**src/rtl/pong_round_ctrl_if.sv**
```systemverilog
// -----------------------------------------------------------------------------
// pong_round_ctrl_if
//
// Signal bundle between the Pong round/match sequencer and the rest of the game
// (VGA timing start-of-frame, collision block, score displays, debug LEDs).
//
// Modports:
//   master : the round controller (drives ball_on, new_round, serve_dir,
//            p1_score, p2_score, winner, state_dbg; receives frame_tick, start,
//            oob, oob_right and, with PONG_PAUSE_EN, pause)
//   slave  : the surrounding game logic (the mirror image of master)
//
// Signals:
//   frame_tick  1        one-cycle pulse at start of each frame
//   start       1        one-cycle player start/restart request
//   oob         1        ball out of bounds (level)
//   oob_right   1        valid with oob; 1 = right edge (P1 scores)
//   pause       1        one-cycle pause toggle (only with PONG_PAUSE_EN)
//   ball_on     1        ball visible and moving
//   new_round   1        one-cycle pulse: reset ball position/collision state
//   serve_dir   1        0 = serve left, 1 = serve right
//   p1_score    SCORE_W  player 1 score
//   p2_score    SCORE_W  player 2 score
//   winner      2        0 none, 1 P1, 2 P2
//   state_dbg   3        current controller state encoding
//
// Configuration macro: PONG_PAUSE_EN adds the pause signal.
// -----------------------------------------------------------------------------
interface pong_round_ctrl_if #(
    parameter int SCORE_W = 4
);
    logic               frame_tick;
    logic               start;
    logic               oob;
    logic               oob_right;
`ifdef PONG_PAUSE_EN
    logic               pause;
`endif
    logic               ball_on;
    logic               new_round;
    logic               serve_dir;
    logic [SCORE_W-1:0] p1_score;
    logic [SCORE_W-1:0] p2_score;
    logic [1:0]         winner;
    logic [2:0]         state_dbg;

    modport master (
`ifdef PONG_PAUSE_EN
        input  pause,
`endif
        input  frame_tick, start, oob, oob_right,
        output ball_on, new_round, serve_dir, p1_score, p2_score, winner, state_dbg
    );

    modport slave (
`ifdef PONG_PAUSE_EN
        output pause,
`endif
        output frame_tick, start, oob, oob_right,
        input  ball_on, new_round, serve_dir, p1_score, p2_score, winner, state_dbg
    );
endinterface

```
**src/rtl/pong_round_ctrl.sv**
```systemverilog
// -----------------------------------------------------------------------------
// pong_round_ctrl
//
// Round/match sequencer for Pong in the video clock domain. Owns the scores,
// the winner, the frame-counted serve delay and the ball enable, and tells the
// ball/collision datapath when a new round starts.
//
// Ports:
//   clk    in   video clock
//   reset  in   asynchronous, active-high
//   bus    pong_round_ctrl_if.master (see interface file for signal list)
//
// Parameters:
//   WIN_SCORE     score at which a player wins (1..2^SCORE_W-1)
//   SERVE_FRAMES  frames the ball stays hidden before each serve (>=1)
//   SCORE_W       width of each score register
//   CNT_W         width of the serve frame counter (must hold SERVE_FRAMES)
//
// Configuration macro: PONG_PAUSE_EN adds a pause toggle and a PAUSE state
// that freezes SERVE or PLAY and later resumes where it left off.
//
// Every output is a flop; nothing passes combinationally from an input.
// -----------------------------------------------------------------------------
module pong_round_ctrl #(
    parameter int WIN_SCORE    = 10,
    parameter int SERVE_FRAMES = 120,
    parameter int SCORE_W      = 4,
    parameter int CNT_W        = 8
) (
    input  logic                clk,
    input  logic                reset,
    pong_round_ctrl_if.master   bus
);

    typedef enum logic [2:0] {
        S_IDLE  = 3'd0,
        S_SERVE = 3'd1,
        S_PLAY  = 3'd2,
        S_POINT = 3'd3,
        S_OVER  = 3'd4
`ifdef PONG_PAUSE_EN
        , S_PAUSE = 3'd5
`endif
    } state_t;

    localparam logic [CNT_W-1:0]   SERVE_LAST = CNT_W'(SERVE_FRAMES);
    localparam logic [SCORE_W-1:0] WIN_VAL    = SCORE_W'(WIN_SCORE);

    state_t             state_q, state_d;
    logic [CNT_W-1:0]   cnt_q, cnt_d;
    logic               oob_right_q, oob_right_d;
    logic [SCORE_W-1:0] p1_q, p1_d;
    logic [SCORE_W-1:0] p2_q, p2_d;
    logic [1:0]         winner_q, winner_d;
    logic               serve_dir_q, serve_dir_d;
    logic               ball_on_q, ball_on_d;
    logic               new_round_q, new_round_d;
`ifdef PONG_PAUSE_EN
    state_t             resume_q, resume_d;
`endif

    logic [CNT_W-1:0]   cnt_inc;
    logic [SCORE_W-1:0] p1_inc;
    logic [SCORE_W-1:0] p2_inc;

    assign cnt_inc = cnt_q + CNT_W'(1);
    assign p1_inc  = p1_q + SCORE_W'(1);
    assign p2_inc  = p2_q + SCORE_W'(1);

    // NOTE: every variable is given a default at the top of always_comb so no
    // path leaves it unassigned, which would otherwise infer a latch.
    always_comb begin
        state_d     = state_q;
        cnt_d       = cnt_q;
        oob_right_d = oob_right_q;
        p1_d        = p1_q;
        p2_d        = p2_q;
        winner_d    = winner_q;
        serve_dir_d = serve_dir_q;
        new_round_d = 1'b0;
`ifdef PONG_PAUSE_EN
        resume_d    = resume_q;
`endif

        case (state_q)
            S_IDLE: begin
                // A frame_tick arriving together with start is not counted:
                // counting only happens once the state register shows SERVE.
                if (bus.start) begin
                    state_d = S_SERVE;
                    cnt_d   = '0;
                end
            end

            S_SERVE: begin
`ifdef PONG_PAUSE_EN
                if (bus.pause) begin
                    resume_d = S_SERVE;
                    state_d  = S_PAUSE;
                end else
`endif
                if (bus.frame_tick) begin
                    cnt_d = cnt_inc;
                    if (cnt_inc == SERVE_LAST) begin
                        state_d     = S_PLAY;
                        new_round_d = 1'b1;
                    end
                end
            end

            S_PLAY: begin
`ifdef PONG_PAUSE_EN
                if (bus.pause) begin
                    resume_d = S_PLAY;
                    state_d  = S_PAUSE;
                end else
`endif
                // While new_round is high the collision block has not yet
                // cleared a stale oob from the previous point.
                if (bus.oob && !new_round_q) begin
                    state_d     = S_POINT;
                    oob_right_d = bus.oob_right;
                end
            end

            S_POINT: begin
                // The serve goes toward the player who conceded.
                serve_dir_d = oob_right_q;
                if (oob_right_q) begin
                    p1_d = p1_inc;
                end else begin
                    p2_d = p2_inc;
                end
                if (oob_right_q && (p1_inc == WIN_VAL)) begin
                    winner_d = 2'd1;
                    state_d  = S_OVER;
                end else if (!oob_right_q && (p2_inc == WIN_VAL)) begin
                    winner_d = 2'd2;
                    state_d  = S_OVER;
                end else begin
                    state_d = S_SERVE;
                    cnt_d   = '0;
                end
            end

            S_OVER: begin
                if (bus.start) begin
                    p1_d        = '0;
                    p2_d        = '0;
                    winner_d    = 2'd0;
                    serve_dir_d = 1'b0;
                    state_d     = S_SERVE;
                    cnt_d       = '0;
                end
            end

`ifdef PONG_PAUSE_EN
            S_PAUSE: begin
                // Resuming never pulses new_round: the ball keeps its position.
                if (bus.pause) begin
                    state_d = resume_q;
                end
            end
`endif

            default: begin
                state_d = S_IDLE;
            end
        endcase

        ball_on_d = (state_d == S_PLAY);
    end

    // NOTE: sequential state is updated with non-blocking assignments only, so
    // every flop samples the pre-edge value of the others.
    always_ff @(posedge clk or posedge reset) begin
        if (reset) begin
            state_q     <= S_IDLE;
            cnt_q       <= '0;
            oob_right_q <= 1'b0;
            p1_q        <= '0;
            p2_q        <= '0;
            winner_q    <= 2'd0;
            serve_dir_q <= 1'b0;
            ball_on_q   <= 1'b0;
            new_round_q <= 1'b0;
`ifdef PONG_PAUSE_EN
            resume_q    <= S_IDLE;
`endif
        end else begin
            state_q     <= state_d;
            cnt_q       <= cnt_d;
            oob_right_q <= oob_right_d;
            p1_q        <= p1_d;
            p2_q        <= p2_d;
            winner_q    <= winner_d;
            serve_dir_q <= serve_dir_d;
            ball_on_q   <= ball_on_d;
            new_round_q <= new_round_d;
`ifdef PONG_PAUSE_EN
            resume_q    <= resume_d;
`endif
        end
    end

    assign bus.ball_on   = ball_on_q;
    assign bus.new_round = new_round_q;
    assign bus.serve_dir = serve_dir_q;
    assign bus.p1_score  = p1_q;
    assign bus.p2_score  = p2_q;
    assign bus.winner    = winner_q;
    assign bus.state_dbg = state_q;

endmodule

```
**src/flat_wrapper.sv**
```systemverilog
// flat-port wrapper written by rule: the top's interface ports become plain ports
module pong_round_ctrl_flat 
#(
    parameter int WIN_SCORE    = 10,
    parameter int SERVE_FRAMES = 120,
    parameter int SCORE_W      = 4,
    parameter int CNT_W        = 8
)
  (clk, reset, bus_frame_tick, bus_start, bus_oob, bus_oob_right, bus_ball_on, bus_new_round, bus_serve_dir, bus_p1_score, bus_p2_score, bus_winner, bus_state_dbg);
  pong_round_ctrl_if #(.SCORE_W(SCORE_W)) bus_i ();
  input  logic clk;
  input  logic reset;
  input wire logic [$bits(bus_i.frame_tick)-1:0] bus_frame_tick;
  input wire logic [$bits(bus_i.start)-1:0] bus_start;
  input wire logic [$bits(bus_i.oob)-1:0] bus_oob;
  input wire logic [$bits(bus_i.oob_right)-1:0] bus_oob_right;
  output wire logic [$bits(bus_i.ball_on)-1:0] bus_ball_on;
  output wire logic [$bits(bus_i.new_round)-1:0] bus_new_round;
  output wire logic [$bits(bus_i.serve_dir)-1:0] bus_serve_dir;
  output wire logic [$bits(bus_i.p1_score)-1:0] bus_p1_score;
  output wire logic [$bits(bus_i.p2_score)-1:0] bus_p2_score;
  output wire logic [$bits(bus_i.winner)-1:0] bus_winner;
  output wire logic [$bits(bus_i.state_dbg)-1:0] bus_state_dbg;
  assign bus_i.frame_tick = bus_frame_tick;
  assign bus_i.start = bus_start;
  assign bus_i.oob = bus_oob;
  assign bus_i.oob_right = bus_oob_right;
  assign bus_ball_on = bus_i.ball_on;
  assign bus_new_round = bus_i.new_round;
  assign bus_serve_dir = bus_i.serve_dir;
  assign bus_p1_score = bus_i.p1_score;
  assign bus_p2_score = bus_i.p2_score;
  assign bus_winner = bus_i.winner;
  assign bus_state_dbg = bus_i.state_dbg;
  pong_round_ctrl #(.WIN_SCORE(WIN_SCORE), .SERVE_FRAMES(SERVE_FRAMES), .SCORE_W(SCORE_W), .CNT_W(CNT_W)) u_core (.clk(clk), .reset(reset), .bus(bus_i));
endmodule
```
**config.mk**
```make
export PLATFORM = sky130hd
export DESIGN_NAME = pong_round_ctrl_flat
export DESIGN_NICKNAME = d
export VERILOG_FILES = /design/src/rtl/pong_round_ctrl_if.sv /design/src/rtl/pong_round_ctrl.sv /design/src/flat_wrapper.sv
export SDC_FILE = /design/constraint.sdc
export NUM_CORES = 1
export LEC_CHECK = 0
export CAP_MARGIN = 20
export CORE_UTILIZATION = 57
export DETAILED_ROUTE_END_ITERATION = 10
export GPL_ROUTABILITY_DRIVEN = 0
export PLACE_DENSITY = 0.83
export SETUP_SLACK_MARGIN = 0.4
export SLEW_MARGIN = 20
export SYNTH_ARGS = -nofsm -noshare
export SYNTH_HDL_FRONTEND = slang
export SYNTH_SLANG_ARGS = --single-unit
```
**constraint.sdc**
```tcl
create_clock -name clk -period 3.9 [get_ports clk]
set_input_delay 0.39 -clock clk [delete_from_list [all_inputs] [get_ports clk]]
set_output_delay 0.39 -clock clk [all_outputs]
set_load 0.01 [all_outputs]
```
Yosys cells after proc, flatten, opt, wreduce, memory -nomap -nowiden:

Cells that the tools add are included.

* add/sub/neg operators: 3
* equal/unequal tests: 16
* muxes and demuxes: 26
* reduce and logical (&&, ||, !) cells: 15

Operators by type and width (count)
* $mux W8: 4
* $pmux W8 S3: 1
* $mux W3: 6
* $pmux W4 S2: 2
* $mux W4: 3
* $pmux W3 S4: 1
* $ne A2 B2 Y1 const B: 5
* $eq A3 B2 Y1 const B: 3
* $reduce_and A3 Y1: 3
* $add A4 B1 Y4 const B: 2
* $add A8 B1 Y8 const B: 1
* $eq A4 B4 Y1 const B: 2
* $eq A8 B7 Y1 const B: 1
* $mux W2: 3
* $reduce_and A5 Y1: 1
* $mux W1: 4
* $ne A2 B1 Y1 const B: 2
* $pmux W2 S2: 1
* $reduce_and A2 Y1: 2
* $eq A3 B1 Y1 const B: 1
* $eq A3 B3 Y1 const B: 1
* $logic_and A1 B1 Y1: 3
* $logic_not A3 Y1: 1
* $ne A3 B1 Y1 const B: 1
* other kinds (5): 6

* flip-flop bits (word level): 25
* input port bits: 6
* output and inout bits: 16
* word-level logic and storage cells: 69

Depth between registers and ports, before layout:

Gate-level depths: netlist (run 1).

* depth in word-level cells: 7
* gate-level depth with buffers: 8
* mapped depth without buffers: 7

Worst setup path before layout (run 1):

No wires, ideal clock.

* path type: reg-to-reg
* start: register u_core.p1_q[0] (netlist: u_core.bus.p1_score[0])
* end: register u_core.winner_q[1] (netlist: u_core.bus.winner[1])
* setup time: 0.121 ns
* arrival time: 1.509 ns
* data required time: 3.779 ns
* slack: 2.270 ns
* cell stages (with the launch flop): 7
* path buffers: 0
* clock period less this slack: 1.630 ns
* path through: dfrtp_1 -> ha_1 -> xor2_1 -> nor3_2 -> and2_2 -> o21ai_0 -> a22o_1

* word-level cells in the longest chain between the ends: 5
* elaborated cells between the ends (all ways): 7
* classes of those cells: add/sub: 1; eq/ne: 2; mux: 2; reduce/logical: 2

RTL lines
* from (decl): line pong_round_ctrl.sv:52 `logic [SCORE_W-1:0] p1_q, p1_d;`
* from (signal assigned): line pong_round_ctrl.sv:194 `p1_q <= p1_d;`
* $add A4 B1 Y4 (*): line pong_round_ctrl.sv:67 `assign p1_inc = p1_q + SCORE_W'(1);`
* $eq A4 B4 Y1 (*): line pong_round_ctrl.sv:134 `if (oob_right_q && (p1_inc == WIN_VAL)) begin`
* $logic_and A1 B1 Y1 (*): line pong_round_ctrl.sv:134
* $ne A3 B1 Y1 (no line) or $mux W2 (tied branches)
* $reduce_and A3 Y1 (no line) or $pmux W2 S2 (tied branches)
* to (signal assigned): line pong_round_ctrl.sv:196 `winner_q <= winner_d;`
* to (decl): line pong_round_ctrl.sv:54 `logic [1:0] winner_q, winner_d;`

Every way passes the cells marked *; elsewhere a longest branch is shown, timed or not.
A chain may end at the register's enable or synchronous reset.

Final worst setup path (run 1):

* start: register u_core.state_q[1] (netlist: u_core.bus.state_dbg[1])
* end: output port bus_state_dbg[1]

RTL lines
* from (decl): line pong_round_ctrl.sv:49 `state_t state_q, state_d;`
* from (signal assigned): line pong_round_ctrl.sv:191 `state_q <= state_d;`
* to (decl): line flat_wrapper.sv:23 `output wire logic [$bits(bus_i.state_dbg)-1:0] bus_state_dbg;`

No word-level cell between the ends.

==> results of run 1 <==
[cell families (layout without fill, tap and decap cells)]
family	count (synthesis)	in the layout	synth area share [%]
and+or+nand+nor	61	61	24.1
AOI/OAI and AO/OA	43	43	20.6
DFF	25	25	42.2
buffers and inverters	10	31	4.56
adders and majority gates	5	5	4.22
muxes	4	4	3.12
xor gates and xnor gates	2	2	1.18
[power by group]
part	internal [mW]	leakage, nW	total, mW	switching [mW]
clock	0.0400	0.0150	0.119	0.0789
combinational	0.205	0.441	0.391	0.187
sequential	0.316	0.271	0.399	0.0837
total	0.560	0.727	0.910	0.349
[Yosys cell counts]
cell type / instances / share of area (%)
mux2i_1: 2 / 1.4
and4bb_1: 1 / 0.84
and2_4: 1 / 0.59
buf_4: 2 / 1.0
a2bb2oi_2: 1 / 1.0
mux2_4: 1 / 1.0
a21o_2: 1 / 0.59
o2bb2ai_1: 3 / 1.8
or2_2: 1 / 0.42
nand3_1: 13 / 4.4
o211ai_1: 3 / 1.5
a21oi_1: 7 / 2.4
a22o_2: 1 / 0.68
nand2_1: 14 / 3.5
o21ai_0: 20 / 6.8
nor4_1: 2 / 0.84
mux2_2: 1 / 0.76
nor2_1: 8 / 2.0
buf_6: 3 / 2.3
and3b_1: 1 / 0.59
nand2_2: 1 / 0.42
and2_2: 1 / 0.51
and2b_1: 1 / 0.51
and3_2: 1 / 0.51
xor2_1: 2 / 1.2
nand3b_1: 1 / 0.51
dfrtp_1: 25 / 42
nor3_2: 1 / 0.68
inv_1: 5 / 1.3
o21ai_4: 1 / 1.1
nand2b_1: 5 / 2.1
and3_1: 2 / 0.84
ha_1: 5 / 4.2
nand4b_2: 1 / 1.0
nor3b_1: 4 / 2.0
a22o_1: 5 / 3.0
o2bb2ai_4: 1 / 1.9
or2_1: 1 / 0.42
nor2_8: 1 / 1.4
[sequential cells by signal, summed over array words and instances (netlist names)]
name                  flops
u_core.bus.p2_score       4
u_core.oob_right_q        1
u_core.bus.p1_score       4
u_core.bus.new_round      1
u_core.bus.winner         2
u_core.cnt_q              8
u_core.bus.ball_on        1
u_core.bus.serve_dir      1
u_core.bus.state_dbg      3
[metrics by stage]
stage | util (%) | power (mW)
final | 69.5 | 0.910
after global routing | 69.5 | 0.978
after CTS | 68.9 | 0.908
after detailed placement | 67.9 | 0.790
after global placement | 67.9 | 0.775
after floorplan | - | 0.678
[path summary, 6_finish.rpt]
| check | startpoint | depth (start not counted) | slack (ps) | endpoint |
|---|---|---|---|---|
| worst min register to register | u_core.bus.winner[0] | 1 | 530 | u_core.bus.winner[0] |
| worst max-delay path | u_core.bus.state_dbg[1] | 1 | 1910 | bus_state_dbg[1] |
| worst min-delay path | reset | 2 | 270 | u_core.cnt_q[4] |
| worst max register to register | u_core.bus.state_dbg[1] | 5 | 2140 | u_core.bus.p2_score[2] |
| max in group asynchronous | reset | 3 | 3220 | u_core.bus.new_round |
| min in group clk | u_core.bus.winner[0] | 1 | 530 | u_core.bus.winner[0] |
[area by class of cell]
cell class	instances	area (µm²)
Clock buffer	4	26.3
Inverter	5	18.8
Timing Repair Buffer	22	225
Fill cell	196	754
Tap cell	30	37.5
Sequential cell	25	626
Multi-Input combinational cell	115	790
[metal layers]
| layer | routed length (µm) | GRT usage (%) | vias up |
|---|---|---|---|
| met5 | 0 | 0 | - |
| met4 | 23 | 5.70 | 0 |
| met3 | 91 | 2.59 | 4 |
| met2 | 1360 | 37.8 | 30 |
| met1 | 1450 | 33.3 | 562 |
| li1 | - | - | 580 |
[placed cells by master, fill, tap and decap left out, drive strengths merged, types with 2 or more instances in the layout]
master,count
a21oi,7
a22o,6
and2,2
and3,3
clkbuf,4
clkdlybuf4s50,21
dfrtp,25
ha,5
inv,5
mux2,2
mux2i,2
nand2,15
nand2b,5
nand3,13
nor2,9
nor3b,4
nor4,2
o211ai,3
o21ai,21
o2bb2ai,4
or2,2
xor2,2
==> impl_metrics.env, run 1 <==
export IMPL_outcome="complete, no violations"
export IMPL_path_cells="clkdlybuf4s50_1"
export IMPL_cts_sinks=25
export IMPL_drt_wl_total_mm=2.92
export IMPL_portBuffers=21
export IMPL_nets=183
export IMPL_globalRouteOverflowTotal=0
export IMPL_ys_warn_count=0
export IMPL_hold_path_class="in -> async"
export IMPL_rows=18
export IMPL_finClkSkew_ps=1.83
export IMPL_ios=22
export IMPL_leakage_nw=0.727
export IMPL_htreeDepth=1
export IMPL_first_iter_violations=22
export IMPL_finalSetupViolations=0
export IMPL_dpl_cell_count=196
export IMPL_drive_gt1_share_pct=11.1
export IMPL_antennaDiodeCount=0
export IMPL_cap_violations=0
export IMPL_syn2layout_area_growth_pct=16.2
export IMPL_final_area_um2=1720
export IMPL_grt_pass1_wl_mm=4.81
export IMPL_cp_num_buf_inv=1
export IMPL_hold_viol_final=0
export IMPL_grt_max_degree=26
export IMPL_finalCritPeriodShare_pct=51.0
export IMPL_place_ws_ps=1990
export IMPL_cp_end_kind="output port"
export IMPL_peakVddDrop_mv=0.334
export IMPL_cts_root_buf="clkbuf_4"
export IMPL_cts_tree="done"
export IMPL_path_delay_family="flip-flops"
export IMPL_pwr_density_cell_nw_per_um2=528
export IMPL_postRouteAntennaNets=0
export IMPL_layout_cells_non_filler=201
export IMPL_syn_nets=161
export IMPL_maxSlewViolCount=0
export IMPL_die_h_um=53
export IMPL_start_kind="flip-flop"
export IMPL_cts_resized=0
export IMPL_first_pass_iters=4
export IMPL_post_cts_buffers=0
export IMPL_hpwl_mm=2.07
export IMPL_syn_area_um2=1480
export IMPL_coreArea_um2=2480
export IMPL_min_period_ps=1990
export IMPL_synth_distinct_cells=39
export IMPL_grt_pass1_vias=1091
export IMPL_die_w_um=53
export IMPL_fin_tns_setup_ps=0
export IMPL_crit_fanout=11
export IMPL_cts_clk_slew_worst_paths_ps=140
export IMPL_antenna_found_initial=0
export IMPL_cts_max_path_buffers=2
export IMPL_worstPathRequired_ps=3510
export IMPL_post_synth_inst_count=150
export IMPL_clock_latency_ps=320
export IMPL_cp_arrival_ps=1600
export IMPL_whs_ps=267
export IMPL_placed_cell_area_um2=1680
export IMPL_ys_seq_area_share_pct=42.2
export IMPL_ys_ff_latch=25
export IMPL_max_slew_worst_pin_slew_ps=469
export IMPL_max_stage_delay_ps=660
export IMPL_hold_buffers=0
export IMPL_viasPerCell=5.85
export IMPL_relSlewSlack_pct=68.7
export IMPL_cp_slowest_cell="dfrtp_1"
export IMPL_grt_util_all_layers_pct=23.5
export IMPL_initial_core_util_pct=59.8
export IMPL_via_count=1176
export IMPL_fmax_ghz=0.502
export IMPL_setup_ws_ps=1910
export IMPL_cts_buffers=3
export IMPL_synth_avg_cell_area_um2=9.88
export IMPL_wl_per_cell_um=14.5
export IMPL_path_class="reg -> out"
export IMPL_rsz0062_at_grt="false"
export IMPL_drc=0
export IMPL_dieArea_um2=2810
(Power assumes the default switching activity.)
==> run 2: changes to the inputs <==
Settings changed: CORE_UTILIZATION 57 to 53, PLACE_DENSITY 0.83 to 0.78.
Clock period 3.9 ns to 1.9 ns, I/O delays scaled along.
==> impl_metrics.env, run 2 (synthesized netlist as in run 1, its figures left out) <==
export IMPL_swShare_pct=38.7
export IMPL_hold_path_class="in -> async"
export IMPL_drive_gt1_share_pct=28.6
export IMPL_drc=0
export IMPL_syn2layout_area_growth_pct=30.8
export IMPL_relSlewSlack_pct=70.9
export IMPL_worstPathRequired_ps=2120
export IMPL_min_period_ps=1690
export IMPL_largest_register="u_core.cnt_q"
export IMPL_cp_end_kind="flip-flop"
export IMPL_worstReg2RegEnd="u_core.cnt_q[0]"
export IMPL_grt_pass1_vias=1180
export IMPL_hold_viol_final=0
export IMPL_clock_power_share_pct=11.9
export IMPL_rows=18
export IMPL_initial_core_util_pct=57.7
export IMPL_r2r_setup_slack_ps=210
export IMPL_critPathLaunch="u_core.bus.p1_score[0]"
export IMPL_max_slew_worst_pin_slew_ps=433
export IMPL_pwr_share_seq_pct=40.5
export IMPL_clock_latency_ps=320
export IMPL_outcome="complete, no violations"
export IMPL_comb_power_share_pct=47.6
export IMPL_maxSlewViolCount=0
export IMPL_fin_tns_setup_ps=0
export IMPL_fin_util_pct=75.5
export IMPL_crit_fanout=8
export IMPL_p_sw_uw=776
export IMPL_globalRouteOverflowTotal=0
export IMPL_hpwl_mm=2.26
export IMPL_whs_ps=208
export IMPL_grt_pass1_wl_mm=5.23
export IMPL_leakage_nw=0.852
export IMPL_worst_r2r_path_depth=7
export IMPL_final_cell_mix="dfrtp_1, buf_4, o21ai_0, nand2_1, nand3_1"
export IMPL_rsz0062_at_grt="true"
export IMPL_cts_tree="done"
export IMPL_cts_buffers=3
export IMPL_largest_register_ffs=8
export IMPL_path_class="reg -> reg"
export IMPL_drt_wl_total_mm=3.41
export IMPL_pwr_density_cell_nw_per_um2=1030
export IMPL_cap_violations=0
export IMPL_postRouteAntennaNets=0
export IMPL_via_count=1284
export IMPL_finalCritPeriodShare_pct=88.9
export IMPL_grt_util_all_layers_pct=24.8
export IMPL_grt_max_degree=26
export IMPL_ios=22
export IMPL_cts_sinks=25
export IMPL_r2r_start="u_core.bus.p1_score[0]"
export IMPL_htreeDepth=1
export IMPL_die_h_um=54.9
export IMPL_start_kind="flip-flop"
export IMPL_cts_clk_slew_worst_paths_ps=130
export IMPL_m1WireLength_mm=1.50
export IMPL_cts_root_buf="clkbuf_4"
export IMPL_top_layer_used="met4"
export IMPL_portBuffers=21
export IMPL_route_met3_wl_um=128
export IMPL_fmax_ghz=0.592
export IMPL_peakVddDrop_mv=0.902
export IMPL_nets=201
export IMPL_wl_per_cell_um=15.6
export IMPL_antennaDiodeCount=0
export IMPL_die_w_um=54.9
export IMPL_cts_max_path_buffers=2
export IMPL_finalSetupViolations=0
export IMPL_viasPerCell=5.86
export IMPL_antenna_found_initial=0
export IMPL_cp_arrival_ps=1910
export IMPL_setup_ws_ps=211
export IMPL_first_iter_violations=28
export IMPL_place_ws_ps=144
export IMPL_fillCellCount=179
export IMPL_final_common_cell="dfrtp_1"
export IMPL_first_pass_iters=4
export IMPL_coreArea_um2=2570
export IMPL_finClkSkew_ps=3.33
export IMPL_cellInternalPower_mw=1.23
export IMPL_met2RoutedLength_mm=1.73
export IMPL_dieArea_um2=3010
==> run 2: cell types whose count changed in the layout (fill, tap and decap cells not counted), sizes merged <==
| cell | change |
|---|---|
| dlygate4sd2 | +7 |
| dlymetal6s2s | +4 |
| clkdlybuf4s50 | -11 |
| buf | +18 |
==> run 2: stage by stage <==
| step | power, mW | area, µm² | instances |
|---|---|---|---|
| 4_1_cts | 1.98 | 1850 | 213 |
| 3_5_place_dp | 1.70 | 1720 | 197 |
| 6_report | 2.00 | 1940 | 219 |
| 2_1_floorplan | 1.45 | 1520 | 150 |
| 3_3_place_gp | 1.65 | 1720 | 197 |
| 5_1_grt | 2.15 | 1940 | 219 |
==> run 2: what timing repair did <==
item	in CTS	in global routing
resized for setup	15	12
endpoints found under the setup margin	28	25
hold buffers	0	0
pin swaps	5	8
setup buffers	12	6
==> run 2: how the worst max path moves through the flow <==
stage	end	slack [ps]
finish	u_core.cnt_q[0]	210
global route	u_core.cnt_q[0]	140
CTS	u_core.cnt_q[0]	250
detailed placement	u_core.bus.p2_score[2]	140
global placement	u_core.bus.p1_score[3]	200
floorplan	u_core.bus.winner[1]	360
==> run 2: area by class of cell <==
cell class	instances	area, µm²	share of cell area (%)
clock buffers	4	26.3	1.35
multi-input cells	115	873	45.0
well taps	30	37.5	1.94
repair buffers	40	350	18.1
flip-flops and latches	25	633	32.6
inverters	5	18.8	0.968
==> run 2: power by group through the flow <==
stage / clock network [mW] / registers (mW) / logic, mW
2_1_floorplan: 0 / 0.793 / 0.653
3_3_place_gp: 0 / 0.818 / 0.837
3_5_place_dp: 0 / 0.833 / 0.864
4_1_cts: 0.248 / 0.809 / 0.919
5_1_grt: 0.271 / 0.831 / 1.05
6_report: 0.238 / 0.811 / 0.955
==> run 2: metal layers <==
| metal | track usage [%] | vias up |
|---|---|---|
| met5 | 0 | - |
| li1 | - | 621 |
| met1 | 29.0 | 626 |
| met2 | 43.2 | 29 |
| met3 | 6.56 | 8 |
| met4 | 9.58 | 0 |
==> run 2: worst max-delay path, stage by stage, from the launching register on <==
cell	delay, ps
dfrtp_2	480
ha_4	190
xor2_2	160
nor3_2	60
buf_4	150
a2bb2oi_4	170
o21ai_4	110
mux2_4	270
==> run 3: changes to the inputs <==
Settings changed: CORE_ASPECT_RATIO from default to 0.5, CORE_UTILIZATION 53 to 56, CTS_BUF_LIST from default to sky130_fd_sc_hd__clkbuf_4, PLACE_DENSITY 0.78 to 0.82.
==> impl_metrics.env, run 3 (synthesized netlist as in run 1, its figures left out) <==
export IMPL_cts_buffers=3
export IMPL_first_pass_iters=4
export IMPL_initial_core_util_pct=62.9
export IMPL_critPathLaunch="u_core.bus.state_dbg[2]"
export IMPL_clock_latency_ps=330
export IMPL_cts_root_buf="clkbuf_4"
export IMPL_finalCritPeriodShare_pct=88.1
export IMPL_grt_pass1_wl_mm=5.05
export IMPL_placed_cell_area_um2=1740
export IMPL_fmax_ghz=0.597
export IMPL_crit_fanout=8
export IMPL_min_period_ps=1670
export IMPL_max_slew_worst_pin_slew_ps=400
export IMPL_layout_cells_non_filler=215
export IMPL_cts_clk_slew_worst_paths_ps=140
export IMPL_final_common_cell="dfrtp_1"
export IMPL_portBuffers=21
export IMPL_coreArea_um2=2360
export IMPL_grt_max_degree=26
export IMPL_leakage_nw=0.780
export IMPL_syn2layout_area_growth_pct=26.8
export IMPL_drc=0
export IMPL_grt_pass1_vias=1124
export IMPL_worstReg2RegEnd="u_core.bus.p1_score[2]"
export IMPL_final_cell_mix="dfrtp_1, o21ai_0, nand2_1, nand3_1, clkdlybuf4s50_1"
export IMPL_hold_buffers=0
export IMPL_wl_per_cell_um=15.3
export IMPL_globalRouteOverflowTotal=0
export IMPL_grt_util_all_layers_pct=24.8
export IMPL_pwr_density_cell_nw_per_um2=1040
export IMPL_dpl_cell_count=203
export IMPL_start_kind="flip-flop"
export IMPL_worstPathRequired_ps=2100
export IMPL_hpwl_mm=2.16
export IMPL_peakVddDrop_mv=0.663
export IMPL_fin_tns_setup_ps=0
export IMPL_worst_r2r_path_depth=5
export IMPL_maxSlewViolCount=0
export IMPL_rsz0062_at_grt="true"
export IMPL_viasPerCell=5.89
export IMPL_hold_path_class="in -> async"
export IMPL_largest_register="u_core.cnt_q"
export IMPL_drt_wl_total_mm=3.29
export IMPL_dieArea_um2=2870
export IMPL_crit_end="u_core.bus.p1_score[2]"
export IMPL_rows=12
export IMPL_relSlewSlack_pct=73.1
export IMPL_cts_tree="done"
export IMPL_cp_end_kind="flip-flop"
export IMPL_cp_arrival_ps=1880
export IMPL_largest_register_ffs=8
export IMPL_first_iter_violations=57
export IMPL_finClkSkew_ps=7.22
export IMPL_via_count=1266
export IMPL_antennaDiodeCount=0
export IMPL_finalSetupViolations=0
export IMPL_finalPower_mw=1.95
export IMPL_outcome="complete, no violations"
export IMPL_r2r_start="u_core.bus.state_dbg[2]"
export IMPL_die_w_um=74.8
export IMPL_cts_sinks=25
export IMPL_cap_violations=0
export IMPL_antenna_found_initial=0
export IMPL_ios=22
export IMPL_die_h_um=38.4
export IMPL_hold_viol_final=0
export IMPL_postRouteAntennaNets=0
export IMPL_fin_util_pct=79.7
export IMPL_final_area_um2=1880
export IMPL_nets=192
export IMPL_cts_max_path_buffers=2
export IMPL_htreeDepth=1
export IMPL_r2r_setup_slack_ps=230
export IMPL_drive_gt1_share_pct=27.8
export IMPL_path_class="reg -> reg"
run 3: cell types whose count changed in the layout (fill, tap and decap cells not counted), moves of 2 or more:
cell and change:
nand2_2 +2, buf_4 -9, dlymetal6s2s_1 -2, dlygate4sd2_1 +2
run 3: report_power, final:
part	internal (mW)	leakage [nW]	switching [mW]
Clock	0.0793	0.0177	0.169
Sequential	0.652	0.266	0.164
Combinational	0.452	0.496	0.429
Total	1.18	0.780	0.763
run 3: layout make-up:
class	count	area (µm²)
Multi-Input combinational cell	115	872
Sequential cell	25	634
Fill cell	165	478
Timing Repair Buffer	31	283
Tap cell	35	43.8
Clock buffer	3	22.5
Inverter	5	18.8
Clock inverter	1	5.00
run 3: stage by stage:
stage | hold slack (ps) | setup WS [ps]
4_1_cts | 211 | 284
2_1_floorplan | 217 | 356
3_5_place_dp | 495 | 115
5_1_grt | 263 | 191
6_report | 229 | 226
3_3_place_gp | 492 | 149
run 3: worst min path at each step:
| stage | start | endpoint | slack, ps | depth (start not counted) |
|---|---|---|---|---|
| 3_5_place_dp | u_core.bus.winner[0] | u_core.bus.winner[0] | 490 | 1 |
| 4_1_cts | reset | u_core.cnt_q[1] | 210 | 3 |
| 2_1_floorplan | reset | u_core.bus.ball_on | 220 | 1 |
| 6_report | reset | u_core.bus.winner[0] | 230 | 3 |
| 3_3_place_gp | u_core.bus.winner[0] | u_core.bus.winner[0] | 490 | 1 |
| 5_1_grt | reset | u_core.bus.p2_score[2] | 260 | 3 |
run 3: timing repair:
| item | 4_1_cts | 5_1_grt |
|---|---|---|
| setup endpoints to repair | 30 | 20 |
| pin swaps | 3 | 4 |
| setup buffers | 8 | 0 |
| gates resized for setup | 21 | 9 |
run 3: critical path, cell delays in order (launching register included):
cell	delay, ps
dfrtp_2	480
and3b_2	360
nand2_2	120
and2_4	170
o21ai_0	240
o21ai_0	170
run 3: per-layer routing:
layer	track usage, %	vias up	routed length, µm
met3	6.32	7	154
met2	43.5	33	1640
met4	8.96	0	51
li1	-	598	-
met5	0	-	0
met1	30.1	628	1440
